File: src/rtl/arb_pkg.sv
// Shared types and helpers for the 4-way bus arbiter.
package arb_pkg;

    localparam int unsigned NUM_REQ = 4;

    typedef enum logic {
        IDLE,
        BUSY
    } state_e;

    function automatic logic [NUM_REQ-1:0] onehot4(input logic [1:0] idx);
        return 4'b0001 << idx;
    endfunction

endpackage

File: src/rtl/mux4.sv
// Parameterised 4:1 mux used on the shared bus data path.
module mux4 #(
    parameter int unsigned WIDTH = 32
) (
    input  logic [1:0]       sel_i,
    input  logic [WIDTH-1:0] in0_i,
    input  logic [WIDTH-1:0] in1_i,
    input  logic [WIDTH-1:0] in2_i,
    input  logic [WIDTH-1:0] in3_i,
    output logic [WIDTH-1:0] out_o
);

    always_comb begin
        unique case (sel_i)
            2'd0:    out_o = in0_i;
            2'd1:    out_o = in1_i;
            2'd2:    out_o = in2_i;
            default: out_o = in3_i;
        endcase
    end

endmodule

File: src/rtl/rr_pick4.sv
// Round-robin picker: first set candidate searching upward from last+1, wrapping.
module rr_pick4 (
    input  logic [3:0] cand,
    input  logic [1:0] last,
    output logic [1:0] win,
    output logic       any
);

    logic [1:0] idx;

    always_comb begin
        win = 2'd0;
        any = 1'b0;
        idx = 2'd0;
        for (int unsigned i = 1; i <= 4; i++) begin
            idx = last + 2'(i);
            if (!any && cand[idx]) begin
                win = idx;
                any = 1'b1;
            end
        end
    end

endmodule

File: src/rtl/bus_arbiter_4.sv
// Round-robin arbiter sharing one bus slave port among 4 requesters, with a
// watchdog that aborts transfers the slave never completes.
module bus_arbiter_4
    import arb_pkg::*;
#(
    parameter int unsigned WIDTH    = 32,
    parameter int unsigned MAX_WAIT = 16,
    parameter int unsigned CNT_W    = 5
) (
    input  logic                     clk,
    input  logic                     rst_n,
    input  logic [NUM_REQ-1:0]       req,
    input  logic [NUM_REQ*WIDTH-1:0] req_data,
    output logic [NUM_REQ-1:0]       grant,
    output logic [1:0]               sel,
    output logic                     bus_valid,
    output logic [WIDTH-1:0]         bus_data,
    input  logic                     bus_ready,
    output logic [NUM_REQ-1:0]       ack,
    output logic [NUM_REQ-1:0]       err
);

    state_e             state_q, state_d;
    logic [NUM_REQ-1:0] grant_q, grant_d;
    logic [1:0]         sel_q, sel_d;
    logic [1:0]         last_q, last_d;
    logic [CNT_W-1:0]   cnt_q, cnt_d;
    logic [NUM_REQ-1:0] err_q, err_d;

    logic [NUM_REQ-1:0] cand;
    logic [1:0]         win;
    logic               any;

    // While busy the current owner is masked so a completion hands over fairly.
    assign cand = (state_q == BUSY) ? (req & ~grant_q) : req;

    rr_pick4 u_pick (
        .cand (cand),
        .last (last_q),
        .win  (win),
        .any  (any)
    );

    mux4 #(
        .WIDTH (WIDTH)
    ) u_mux (
        .sel_i (sel_q),
        .in0_i (req_data[0*WIDTH +: WIDTH]),
        .in1_i (req_data[1*WIDTH +: WIDTH]),
        .in2_i (req_data[2*WIDTH +: WIDTH]),
        .in3_i (req_data[3*WIDTH +: WIDTH]),
        .out_o (bus_data)
    );

    always_ff @(posedge clk or negedge rst_n) begin
        if (!rst_n) begin
            state_q <= IDLE;
            grant_q <= '0;
            sel_q   <= 2'd0;
            last_q  <= 2'd3;
            cnt_q   <= '0;
            err_q   <= '0;
        end else begin
            state_q <= state_d;
            grant_q <= grant_d;
            sel_q   <= sel_d;
            last_q  <= last_d;
            cnt_q   <= cnt_d;
            err_q   <= err_d;
        end
    end

    always_comb begin
        state_d = state_q;
        grant_d = grant_q;
        sel_d   = sel_q;
        last_d  = last_q;
        cnt_d   = cnt_q;
        err_d   = '0;
        unique case (state_q)
            IDLE: begin
                if (any) begin
                    state_d = BUSY;
                    grant_d = onehot4(win);
                    sel_d   = win;
                    last_d  = win;
                    cnt_d   = '0;
                end
            end
            BUSY: begin
                // A ready on the timeout cycle still counts as a normal completion.
                if (bus_ready) begin
                    cnt_d = '0;
                    if (any) begin
                        grant_d = onehot4(win);
                        sel_d   = win;
                        last_d  = win;
                    end else begin
                        state_d = IDLE;
                        grant_d = '0;
                    end
                end else if (cnt_q == CNT_W'(MAX_WAIT - 1)) begin
                    err_d   = grant_q;
                    state_d = IDLE;
                    grant_d = '0;
                    cnt_d   = '0;
                end else begin
                    cnt_d = cnt_q + CNT_W'(1);
                end
            end
            default: state_d = IDLE;
        endcase
    end

    always_comb begin
        grant     = grant_q;
        sel       = sel_q;
        bus_valid = (state_q == BUSY);
        ack       = (state_q == BUSY && bus_ready) ? grant_q : '0;
        err       = err_q;
    end

endmodule

File: config.mk
export PLATFORM = sky130hd
export DESIGN_NAME = bus_arbiter_4
export DESIGN_NICKNAME = d
export VERILOG_FILES = /design/src/rtl/arb_pkg.sv /design/src/rtl/mux4.sv /design/src/rtl/rr_pick4.sv /design/src/rtl/bus_arbiter_4.sv
export SDC_FILE = /design/constraint.sdc
export NUM_CORES = 1
export LEC_CHECK = 0
export CAP_MARGIN = 20
export CELL_PAD_IN_SITES_DETAIL_PLACEMENT = 0
export CELL_PAD_IN_SITES_GLOBAL_PLACEMENT = 1
export CORE_UTILIZATION = 21
export DETAILED_ROUTE_END_ITERATION = 7
export GPL_ROUTABILITY_DRIVEN = 0
export PLACE_DENSITY_LB_ADDON = 0.2
export SLEW_MARGIN = 20
export SYNTH_ARGS = -nofsm -noshare
export SYNTH_HDL_FRONTEND = slang
export SYNTH_SLANG_ARGS = --single-unit
File: constraint.sdc
create_clock -name clk -period 4.6 [get_ports clk]
set_clock_uncertainty 0.15 [all_clocks]
set_input_delay 0.69 -clock clk [delete_from_list [all_inputs] [get_ports clk]]
set_output_delay 0.69 -clock clk [all_outputs]
set_load 0.02 [all_outputs]
=== Yosys cells after proc, flatten, opt, wreduce, memory -nomap -nowiden ===
Cells that the tools add are included.

* Register bits: 18
* Logic and storage cells: 74
* Output and inout bits: 47
* Input bits: 135

* Bitwise operators: 3
* Magnitude comparators: 4
* Shift-type cells: 1
* Reductions and logical operators: 9
* $add $sub $neg: 4
* Eq/ne operators: 6
* Mux-type cells: 41

{| class="wikitable"
|+ Operators with widths
! kind !! count
|-
| 32-bit one-hot mux with 3 select lines || 1
|-
| 4-bit two-way mux || 9
|-
| 2-bit two-way mux || 8
|-
| 5-bit two-way mux || 3
|-
| 2-bit by 3-bit < comparator with 1-bit output (second input constant) || 4
|-
| 1-bit two-way mux || 11
|-
| 5-bit one-hot mux with 2 select lines || 1
|-
| 1-bit binary-select mux with 2-bit select || 4
|-
| 2-bit one-hot mux with 2 select lines || 2
|-
| 4-bit one-hot mux with 2 select lines || 1
|-
| 5-bit by 1-bit adder with 5-bit output (second input constant) || 1
|-
| 5-bit by 4-bit == test with 1-bit output (second input constant) || 1
|-
| 2-bit adder (second input constant) || 2
|-
| 4-bit bitwise AND || 1
|-
| 1-bit logical AND || 4
|-
| 2-bit != test (second input constant) || 2
|-
| 4-bit NOT || 1
|-
| 1-bit by 2-bit << shifter with 4-bit output (first input constant) || 1
|-
| 1-bit zero test || 3
|-
| 3-bit by 2-bit != test with 1-bit output (second input constant) || 1
|-
| 2-bit by 1-bit adder with 2-bit output (second input constant) || 1
|-
| 2-bit by 1-bit == test with 1-bit output (second input constant) || 1
|-
| 2-bit == test (second input constant) || 1
|-
| 2-bit zero test || 1
|-
| 3 further kinds || 3
|}

=== Depth between registers and ports, before layout ===
* Depth in word-level cells: 19
* Gate-level depth with buffers: 6
* Depth with buffers taken out: 5

=== Hierarchy ===
From an unflattened synthesis, not the netlist that was laid out.

* Cells, all modules: 126
* Area, all modules: 1720.4 µm²

{| class="wikitable"
|+ By module, submodules not included
! module !! cells each !! area an instance (µm²) !! sequential area each (µm²) !! instances
|-
| bus_arbiter_4 || 73 || 814.5 || 452.9 || 1
|-
| mux4 || 39 || 814.5 || 0.0 || 1
|-
| rr_pick4 || 14 || 91.3 || 0.0 || 1
|}

=== Worst setup path before layout ===
No wires, ideal clock.

* Kind: register to output
* Start: register sel_q[0], in the netlist sel[0]
* End: output bus_data[0]
* Stages on the path, launching flop included: 4
* Setup slack: 2.299 ns
* Arrival: 1.461 ns
* Required time: 3.760 ns
* Buffers on the path: 2
* Cells stage by stage: dfrtp_1 buf_2 buf_4 mux4_2

* Longest elaborated chain between the ends: 2
* Elaborated cells on any way between the ends: 4
* Those cells by class: eq/ne: 2; mux: 1; reduce/logical: 1

{| class="wikitable"
|+ RTL lines
! what !! RTL line !! text
|-
| start: declaration || bus_arbiter_4.sv:25 || <nowiki>logic [1:0] sel_q, sel_d;</nowiki>
|-
| start signal: assignment || bus_arbiter_4.sv:66 || <nowiki>sel_q <= sel_d;</nowiki>
|-
| 2-bit == test (tied with other cells) || mux4.sv:14 || <nowiki>unique case (sel_i)</nowiki>
|-
| 32-bit one-hot mux with 3 select lines * || mux4.sv:14 ||
|-
| end: declaration || bus_arbiter_4.sv:17 || <nowiki>output logic [WIDTH-1:0] bus_data,</nowiki>
|}

Mark *: on every way between the ends. The rest lies on a longest branch, timed or not.

=== Worst setup path in the final report ===
* Start: register sel_q[0], in the netlist sel[0]
* End: output bus_data[13]

Same word-level chain as after synthesis.

==> out/results.ini <==
[sta]
relSlewSlack=0.472
min_period_ns=3.13
final_hold_viol_count=0
fin_crit_sh=0.680
setup_viol=0
tightestPinTransition_ns=0.789
setup_tns_ns=0
max_freq_ghz=0.320
finalMaxSlewViolations=0
rsz0062_at_grt=false

[clocking]
cts.clk_slew.worst_paths_ns=0.06
cts_buffers=3
cts_resized=0
clock-root-buffer=clkbuf_8
postCtsSetupBuffers=0
cts_tree=yes
numClockSinks=18
htree_levels=1
clock_path_buffers=2
clkLatencyLatePin_ns=0.25
hold_buffers=0

[floorplan]
core_mm2=0.00781
fp-row-count=32
fp.dieH_um=92.3
initial_core_util=0.219
die_area_mm2=0.00851
io_pins=182
die_w_um=92.3

[drt]
vias_per_cell=4.70
drcViolationCount=0
drtAntennaViolNets=0
drt-total-wl_mm=7.81
drtPass1Iterations=4
drtIter0Drc=49
detail_route.wl_per_cell_um=18.8
num_vias=1950

[setup_path]
regToRegSetupSlack_ns=2.47
critical_path.max_fanout=14
worstPathArrival_ns=2.29
r2r_end=sel[1]
r2r-start=bus_valid
end_kind=primary output
start_kind=flop
crit_type=reg2out
rr_worst_depth=5
cp.required_ns=3.76
worstSetupStartpoint=sel[0]

[placement]
portBuffers=181
dp_hpwl_mm=6.63
placed_area_mm2=0.00361

[global_route]
gr-total-overflow=0
track_usage=0.184
grt_start_max_net_pins=22
grt_pass1_wl_mm=11.8
antenna_found_initial=0
grt_pass1_vias=2051

[yosys]
netlist_area_mm2=0.00171
yosys.cell_types.count=37
synth_top_family_by_area=multiplexers
syn_area_per_cell_um2=12.7
synth_xor_area_frac=0.00512
synth_compound_area_frac=0.133
synthesis.nets=271
synth_cells=135
synth_fa_ha_area_frac=0.00732
ys_seq_area_frac=0.265
synth-simple-area-share=0.113
synth_seq_cells=18
ys_warn_count=0
muxShareOfSynthArea=0.435

[worst_hold_path]
min_to=last_q[0]
whs_path_depth=1
worstHoldPathType=reg2reg
worstHoldStart=last_q[0]

[layout]
area_delta_synth_final_pct=114
antennaDiodeCount=0
nFillCells=740
drive_gt1_frac=0.157
fin_area_mm2=0.00366
final_common_cell=clkdlybuf4s50_1
nNetsFinal=450
mostFrequentLayoutCells=clkdlybuf4s50_1, mux4_2, dfrtp_1

[pwr]
p_leak_nw=1.38
power_density_mw_per_mm2=479
ir_drop_mv=0.303

[run]
max_cap_violations=0

[status]
status=complete, no violations

## worst max-delay path, cell delays in order, from the launching register on
cell,delay [ns]
dfrtp_2,0.58
buf_4,0.34
mux4_2,0.55
clkdlybuf4s50_1,0.56
## cell usage after synthesis
cell type	number	area share
a21bo_1	2	0.012
a21boi_1	1	0.0044
a21boi_2	1	0.0066
a21boi_4	1	0.011
a21o_1	2	0.0088
a21oi_1	3	0.0088
a22o_1	3	0.015
a2bb2oi_2	1	0.0088
and3_1	4	0.015
buf_2	2	0.0059
buf_4	3	0.013
buf_6	1	0.0066
clkbuf_1	3	0.0066
clkbuf_2	1	0.0029
dfrtp_1	16	0.23
dfstp_2	2	0.031
ha_1	1	0.0073
inv_1	3	0.0066
mux2_2	2	0.013
mux4_2	32	0.42
nand2_1	12	0.026
nand2b_1	2	0.0073
nand3_1	3	0.0088
nand3b_1	2	0.0088
nor2_1	10	0.022
nor2b_1	1	0.0037
nor2b_2	1	0.0051
nor3_2	1	0.0059
o211ai_1	1	0.0044
o21ai_0	6	0.018
o21ai_1	3	0.0088
o221a_2	1	0.0066
o221ai_1	1	0.0051
o2bb2ai_1	3	0.015
or2_1	2	0.0073
or3_1	1	0.0037
xor2_1	1	0.0051
## registers in the layout (all words and copies together) (netlist names)
register	flops
cnt_q	5
err	4
grant	4
last_q	2
sel	2
bus_valid	1
## metal layers
layer / share of wire / track usage
met5: 0 / 0
met2: 0.53 / 0.349
met4: 0.012 / 0.0404
met1: 0.40 / 0.214
met3: 0.064 / 0.0315
## worst max-delay path by stage
stage | end | slack (ns) | cells past startpoint
after global placement | bus_data[26] | 1.58 | 3
after detailed placement | bus_data[26] | 1.58 | 3
final | bus_data[13] | 1.47 | 3
after CTS | bus_data[6] | 1.40 | 3
after floorplan | bus_data[0] | 2.30 | 3
after global routing | bus_data[13] | 1.31 | 3
## cell type report
class	count	area [µm²]	share of cell area
tap	102	128	0.0349
timing repair buffer	184	1830	0.501
inverter	3	11.3	0.00308
multi-input combinational	104	1190	0.324
sequential	18	454	0.124
clock buffer	4	45.0	0.0123
## cells by family (layout without fill, tap and decap cells)
family | count (synthesis) | in the layout
muxes | 34 | 34
buffers and inverters | 13 | 191
and+or+nand+nor | 39 | 39
AOI/OAI and AO/OA | 29 | 29
adders and majority gates | 1 | 1
DFF | 18 | 18
xor gates and xnor gates | 1 | 1
## report_power, final
| part | switching [mW] | total, mW | internal [mW] |
|---|---|---|---|
| Combinational | 0.573 | 1.33 | 0.761 |
| Sequential | 0.104 | 0.308 | 0.205 |
| Clock | 0.0493 | 0.111 | 0.0614 |
| Total | 0.726 | 1.75 | 1.03 |
## per-stage QoR
| stage | utilization | setup slack, ns | hold slack (ns) | power (mW) | std cells |
|---|---|---|---|---|---|
| 6_report | 0.469 | 1.47 | 0.370 | 1.75 | 415 |
| 5_1_grt | 0.469 | 1.31 | 0.386 | 1.86 | 415 |
| 4_1_cts | 0.469 | 1.40 | 0.371 | 1.78 | 415 |
| 3_5_place_dp | 0.463 | 1.58 | 0.356 | 1.66 | 411 |
| 3_3_place_gp | 0.463 | 1.58 | 0.354 | 1.66 | 411 |
| 2_1_floorplan | - | 2.30 | 0.244 | 1.08 | 135 |
(Power assumes the default switching activity.)
